==> config.mk <==
export PLATFORM = sky130hd
export DESIGN_NAME = game_ctrl
export DESIGN_NICKNAME = d
export VERILOG_FILES = /design/src/rtl/game_ctrl.sv
export SDC_FILE = /design/constraint.sdc
export NUM_CORES = 1
export LEC_CHECK = 0
export BUFFER_PORTS_ARGS = -buffer_cell sky130_fd_sc_hd__buf_2
export CORE_ASPECT_RATIO = 1.1
export CORE_UTILIZATION = 30
export CTS_BUF_LIST = sky130_fd_sc_hd__clkbuf_16
export DETAILED_ROUTE_END_ITERATION = 10
export HOLD_SLACK_MARGIN = 0.03
export PLACE_DENSITY = 0.55
export REMOVE_ABC_BUFFERS = 1
export SYNTH_ARGS = -nofsm -noshare
export SYNTH_HDL_FRONTEND = slang
export SYNTH_SLANG_ARGS = --single-unit
==> constraint.sdc <==
create_clock -name clk -period 4.75 [get_ports clk]
set_clock_uncertainty 0.2 [all_clocks]
set_input_delay 0.95 -clock clk [delete_from_list [all_inputs] [get_ports clk]]
set_output_delay 0.95 -clock clk [all_outputs]
set_load 0.01 [all_outputs]
==> src/rtl/game_ctrl.sv <==
// Tic-tac-toe game controller: sequences player and AI moves on a 3x3 board,
// detects wins and draws, and forces a fallback AI move on timeout or an illegal AI move.
module game_ctrl #(
  parameter int unsigned AI_TIMEOUT = 16
) (
  input  logic        clk,
  input  logic        rst,
  input  logic        new_game,
  input  logic        player_valid,
  input  logic [3:0]  player_pos,
  input  logic [3:0]  ai_tick,
  input  logic        ai_done,
  output logic [17:0] cell_position,
  output logic        ai_start,
  output logic        player_ready,
  output logic        illegal_move,
  output logic        ai_error,
  output logic        game_over,
  output logic [1:0]  winner,
  output logic [3:0]  move_count
);

  localparam int unsigned CW = 8;
  localparam logic [CW-1:0] TO_LAST = CW'(AI_TIMEOUT - 1);
  localparam logic [1:0] MARK_NONE = 2'b00;
  localparam logic [1:0] MARK_P    = 2'b01;
  localparam logic [1:0] MARK_AI   = 2'b10;
  localparam logic [1:0] MARK_DRAW = 2'b11;

  typedef enum logic [2:0] {
    WAIT_PLAYER = 3'd0,
    CHECK_P     = 3'd1,
    AI_START    = 3'd2,
    AI_WAIT     = 3'd3,
    CHECK_AI    = 3'd4,
    GAME_OVER   = 3'd5
  } state_t;

  state_t        state;
  logic [CW-1:0] cnt;

  // Indices >= 9 read as empty; callers range-check separately.
  function automatic logic [1:0] cell_at(input logic [17:0] b, input logic [3:0] idx);
    logic [1:0] v;
    v = MARK_NONE;
    for (int k = 0; k < 9; k++)
      if (idx == 4'(k)) v = b[2*k +: 2];
    return v;
  endfunction

  function automatic logic [17:0] set_cell(input logic [17:0] b, input logic [3:0] idx,
                                           input logic [1:0] m);
    logic [17:0] r;
    r = b;
    for (int k = 0; k < 9; k++)
      if (idx == 4'(k)) r[2*k +: 2] = m;
    return r;
  endfunction

  function automatic logic [3:0] lowest_empty(input logic [17:0] b);
    logic [3:0] r;
    r = 4'd0;
    for (int k = 8; k >= 0; k--)
      if (b[2*k +: 2] == MARK_NONE) r = 4'(k);
    return r;
  endfunction

  function automatic logic has_line(input logic [17:0] b, input logic [1:0] m);
    logic [8:0] h;
    for (int k = 0; k < 9; k++) h[k] = (b[2*k +: 2] == m);
    return (h[0] & h[1] & h[2]) | (h[3] & h[4] & h[5]) | (h[6] & h[7] & h[8]) |
           (h[0] & h[3] & h[6]) | (h[1] & h[4] & h[7]) | (h[2] & h[5] & h[8]) |
           (h[0] & h[4] & h[8]) | (h[2] & h[4] & h[6]);
  endfunction

  logic       player_ok;
  logic       ai_ok;
  logic [3:0] free_idx;
  logic       win_p;
  logic       win_ai;

  assign player_ok = (player_pos < 4'd9) && (cell_at(cell_position, player_pos) == MARK_NONE);
  assign ai_ok     = (ai_tick < 4'd9) && (cell_at(cell_position, ai_tick) == MARK_NONE);
  assign free_idx  = lowest_empty(cell_position);
  assign win_p     = has_line(cell_position, MARK_P);
  assign win_ai    = has_line(cell_position, MARK_AI);

  // Game sequencer; pulse outputs default low each cycle, new_game overrides everything.
  always_ff @(posedge clk or negedge rst) begin
    if (!rst) begin
      state         <= WAIT_PLAYER;
      cnt           <= '0;
      cell_position <= '0;
      move_count    <= '0;
      winner        <= MARK_NONE;
      ai_start      <= 1'b0;
      illegal_move  <= 1'b0;
      ai_error      <= 1'b0;
      game_over     <= 1'b0;
      player_ready  <= 1'b1;
    end else begin
      ai_start     <= 1'b0;
      illegal_move <= 1'b0;
      ai_error     <= 1'b0;
      if (new_game) begin
        state         <= WAIT_PLAYER;
        cnt           <= '0;
        cell_position <= '0;
        move_count    <= '0;
        winner        <= MARK_NONE;
        game_over     <= 1'b0;
        player_ready  <= 1'b1;
      end else begin
        case (state)
          WAIT_PLAYER: begin
            if (player_valid) begin
              if (player_ok) begin
                cell_position <= set_cell(cell_position, player_pos, MARK_P);
                move_count    <= move_count + 4'd1;
                player_ready  <= 1'b0;
                state         <= CHECK_P;
              end else begin
                illegal_move <= 1'b1;
              end
            end
          end
          CHECK_P: begin
            if (win_p) begin
              winner    <= MARK_P;
              game_over <= 1'b1;
              state     <= GAME_OVER;
            end else if (move_count == 4'd9) begin
              winner    <= MARK_DRAW;
              game_over <= 1'b1;
              state     <= GAME_OVER;
            end else begin
              ai_start <= 1'b1;
              state    <= AI_START;
            end
          end
          AI_START: begin
            cnt   <= '0;
            state <= AI_WAIT;
          end
          AI_WAIT: begin
            if (ai_done && ai_ok) begin
              cell_position <= set_cell(cell_position, ai_tick, MARK_AI);
              move_count    <= move_count + 4'd1;
              state         <= CHECK_AI;
            end else if (ai_done || (cnt == TO_LAST)) begin
              // An empty cell always exists here since CHECK_P saw fewer than 9 moves.
              ai_error      <= 1'b1;
              cell_position <= set_cell(cell_position, free_idx, MARK_AI);
              move_count    <= move_count + 4'd1;
              state         <= CHECK_AI;
            end else begin
              cnt <= cnt + CW'(1);
            end
          end
          CHECK_AI: begin
            if (win_ai) begin
              winner    <= MARK_AI;
              game_over <= 1'b1;
              state     <= GAME_OVER;
            end else if (move_count == 4'd9) begin
              winner    <= MARK_DRAW;
              game_over <= 1'b1;
              state     <= GAME_OVER;
            end else begin
              player_ready <= 1'b1;
              state        <= WAIT_PLAYER;
            end
          end
          GAME_OVER: begin
            game_over <= 1'b1;
          end
          default: begin
            player_ready <= 1'b1;
            state        <= WAIT_PLAYER;
          end
        endcase
      end
    end
  end

endmodule
==> summary.txt <==
Worst setup path
  – Worst Path Buf+Inv: 1
  – Cell Chain, Critical Path: buf_2, and4bb_2, o211ai_4, o21ai_2, a21oi_2, nand2_4, a2111oi_2, mux2_1
  – Worst setup path category: in -> reg
  – CP startpoint kind: input pin
  – Critical Path End Type: flop
  – Worst path slowest cell: a2111oi_2
  – R2r startpoint: cell_position[16]$_DFFE_PN0P_
  – Slowest stage delay, CP: 0.45 ns
  – CP Max Fanout: 19
  – Top delay family on crit path: compound AO/OA/AOI/OAI gates
  – WP data required: approximately 4.7 ns
  – RR Endpoint: cell_position[11]$_DFFE_PN0P_
  – Data arrival, critical path: 3.13 ns
  – Setup slack, reg-to-reg: 1.88 ns
  – R2R depth: 7

Logic synthesis
  – Sequential area share after synthesis: 32.6%
  – Top cell type's share of synthesized area: approximately a third
  – Top_reg_cell synth: dfrtp_1
  – Syn Inst Count: approximately 350
  – Yosys top cell by area: dfrtp_1
  – EDFF count, synth: 0
  – Unique cell type count in the Yosys netlist: 69
  – Synth Warn #: 0
  – Syn avg cell area: 8.92 um^2
  – Mapped cell area: 0.00308 mm^2
  – Main area contributors after synthesis: dfrtp_1 32%, mux2_1 5.5%, nor2_1 4.5%, o21ai_0 4.4%, a2111oi_4 3.6%
  – Async SR Flop Fraction: 100%
  – Register bit total from synthesis: 40
  – Post-synth top cells: 39 x dfrtp_1, 37 x nor2_1, 27 x o21ai_0
  – Most frequent cell after synthesis: dfrtp_1

Floorplan
  – Initial Util: a little under a third
  – I/O Pins: 42
  – Cell Rows: 38
  – Die Y: 108 um
  – Die area: 0.0107 mm^2
  – Core box area: 0.00994 mm^2
  – Die X: just under 100 um

GRT
  – Tot GR Track Use: roughly 17%
  – Global-route wire length before repair: 14.2 mm
  – M3 GR Usage: 2.78%
  – Initial antenna violation count: 0
  – Grt total ovfl: 0
  – Met2 usage: approximately 27%
  – Vias in the first global route: 2,656
  – Global routing's busiest layer: met2
  – Pin count of the biggest net entering global routing: 41
  – M1 GR Usage: around 22%

CTS
  – CTS H-tree depth: 2
  – Number of gates resized after cts: 0
  – Hold-fix buffers, CTS: 0
  – Clk_lat worst skew: roughly 0.3 ns
  – Clk slew on worst S/H paths: 0.07 ns
  – Clk buf depth: 2
  – Root Buffer: clkbuf_16
  – CTS Sinks: 40
  – CTS Buf Count: 5
  – Post-CTS Setup Bufs: 0
  – CTS tree: done

Place
  – Post-DP HPWL: 6.60 mm
  – Placed insts: 490
  – Global placer's final weighted congestion: ~0.91
  – PortBufs: 41

Timing
  – RSZ-0062 raised after global routing: false
  – Worst Tran Pin Value: 0.928 ns
  – Final setup fails: 0
  – FMAX: 0.317 GHz
  – Setup_tns: 0 ns
  – Final Cycle Share: 66.4%
  – Rel. slew slack: a little under two fifths
  – Tmin final: 3.16 ns
  – Final slew viol count: 0
  – Hold Violations, Final: 0

Layout
  – Layout cell share with drive strength beyond 1: 19.6%
  – Multi-input logic area: 0.00196 mm^2
  – Area Growth Syn to Fin: 13.9%
  – Register area: 0.00100 mm^2
  – Final std cells w/o fill: 498
  – FILL cells: 1,011
  – Diodes inserted: 0
  – Final nets: a little under 400

Power
  – Static leakage: around 0.0015 uW
  – Peak VDD IR: 0.000167 V
  – Pwr/cell area: 560 mW/mm^2

Detailed routing
  – DRT antenna net count: 0
  – Routed WL: 8.84 mm
  – Avg WL per Cell: 17.8 um
  – Total iterations of the first detailed-routing run: 6
  – DR vias: 2,839
  – DRC: 0
  – Vias/cell: 5.70
  – Initial drt markers: 245

Hold path
  – Hold path startpoint: player_ready$_DFFE_PN1P_
  – WHS Path Cells: 2
  – Worst Hold Class: reg -> reg
  – WHS Endpoint: player_ready$_DFFE_PN1P_

Run
  – Max-Cap Viols: 0

Run status
  – Status: complete, no violations
==> worst register-to-register path: cells and delay by family, from the launching register on <==
kind | cells | cell delay [ns]
DFF | 1 | 0.46
and+or+nand+nor | 2 | 0.62
muxes | 1 | 0.37
AOI/OAI and AO/OA | 4 | 1.09
==> area by class of cell <==
class	count	share of cell area, %
Clock buffer	5	3.57
Clock inverter	3	0.464
Inverter	11	1.18
Multi-Input combinational cell	277	55.9
Sequential cell	40	28.6
Tap cell	120	4.28
Timing Repair Buffer	42	6.06
==> cells by family after synthesis <==
group                      count (synthesis)  synth area share (%)
AOI/OAI and AO/OA                        100                  25.9
adders and majority gates                  3                  1.22
DFF                                       40                  32.6
and+or+nand+nor                          150                  28.0
buffers and inverters                     28                  3.78
muxes                                     18                  6.79
xor gates and xnor gates                   6                  1.71
==> placed cells by master, fill, tap and decap left out, types with 4 or more instances in the layout <==
| master | instances |
|---|---|
| a2111oi_4 | 4 |
| nand2_1 | 25 |
| a21oi_1 | 16 |
| dfrtp_1 | 39 |
| mux2_1 | 15 |
| or2_1 | 4 |
| nor2b_1 | 6 |
| nor3_1 | 9 |
| and3_1 | 6 |
| buf_2 | 41 |
| clkbuf_16 | 5 |
| nand4_1 | 5 |
| o22ai_1 | 6 |
| xor2_1 | 6 |
| nand2b_1 | 14 |
| nor2_1 | 37 |
| o21ai_0 | 27 |
| inv_1 | 13 |
| nand3_1 | 12 |
| nor4bb_1 | 9 |
==> stage by stage <==
stage	power, uW	hold WS [ns]	setup WS [ns]	util, %	cell area (um^2)
2_1_floorplan	1300	0.276	1.73	-	3000
3_3_place_gp	1620	0.272	1.32	33.9	3370
3_5_place_dp	1630	0.274	1.31	33.9	3370
4_1_cts	1970	0.285	1.62	35.3	3510
5_1_grt	2100	0.294	1.50	35.3	3510
6_report	1960	0.284	1.59	35.3	3510
==> registers in the layout, summed over array words and instances, names as in the netlist <==
register,count
winner,2
state,3
cnt,8
move_count,4
cell_position,18
ai_start,1
game_over,1
illegal_move,1
player_ready,1
ai_error,1
==> how the worst max path moves through the flow <==
stage / to / start / slack [ns] / cells after the start
finish: cell_position[16]$_DFFE_PN0P_ / new_game / 1.59 / 8
global route: cell_position[16]$_DFFE_PN0P_ / new_game / 1.50 / 8
CTS: cell_position[16]$_DFFE_PN0P_ / new_game / 1.62 / 8
detailed placement: cell_position[16]$_DFFE_PN0P_ / new_game / 1.31 / 8
global placement: cell_position[16]$_DFFE_PN0P_ / new_game / 1.32 / 8
floorplan: cell_position[4]$_DFFE_PN0P_ / ai_tick[0] / 1.73 / 7
==> where the power goes <==
group	leakage (uW)	switching [uW]	internal, uW
registers	0.000529	178	425
clock network	0.0000764	140	192
logic	0.000897	588	442
total	0.00150	906	1060
==> metal layers <==
| metal | vias to the layer above | routed length (um) |
|---|---|---|
| met5 | - | 0 |
| met2 | 91 | 4080 |
| met1 | 1367 | 3950 |
| met3 | 26 | 478 |
| met4 | 0 | 325 |
| li1 | 1355 | - |
Power figures use the tool's default switching activity.
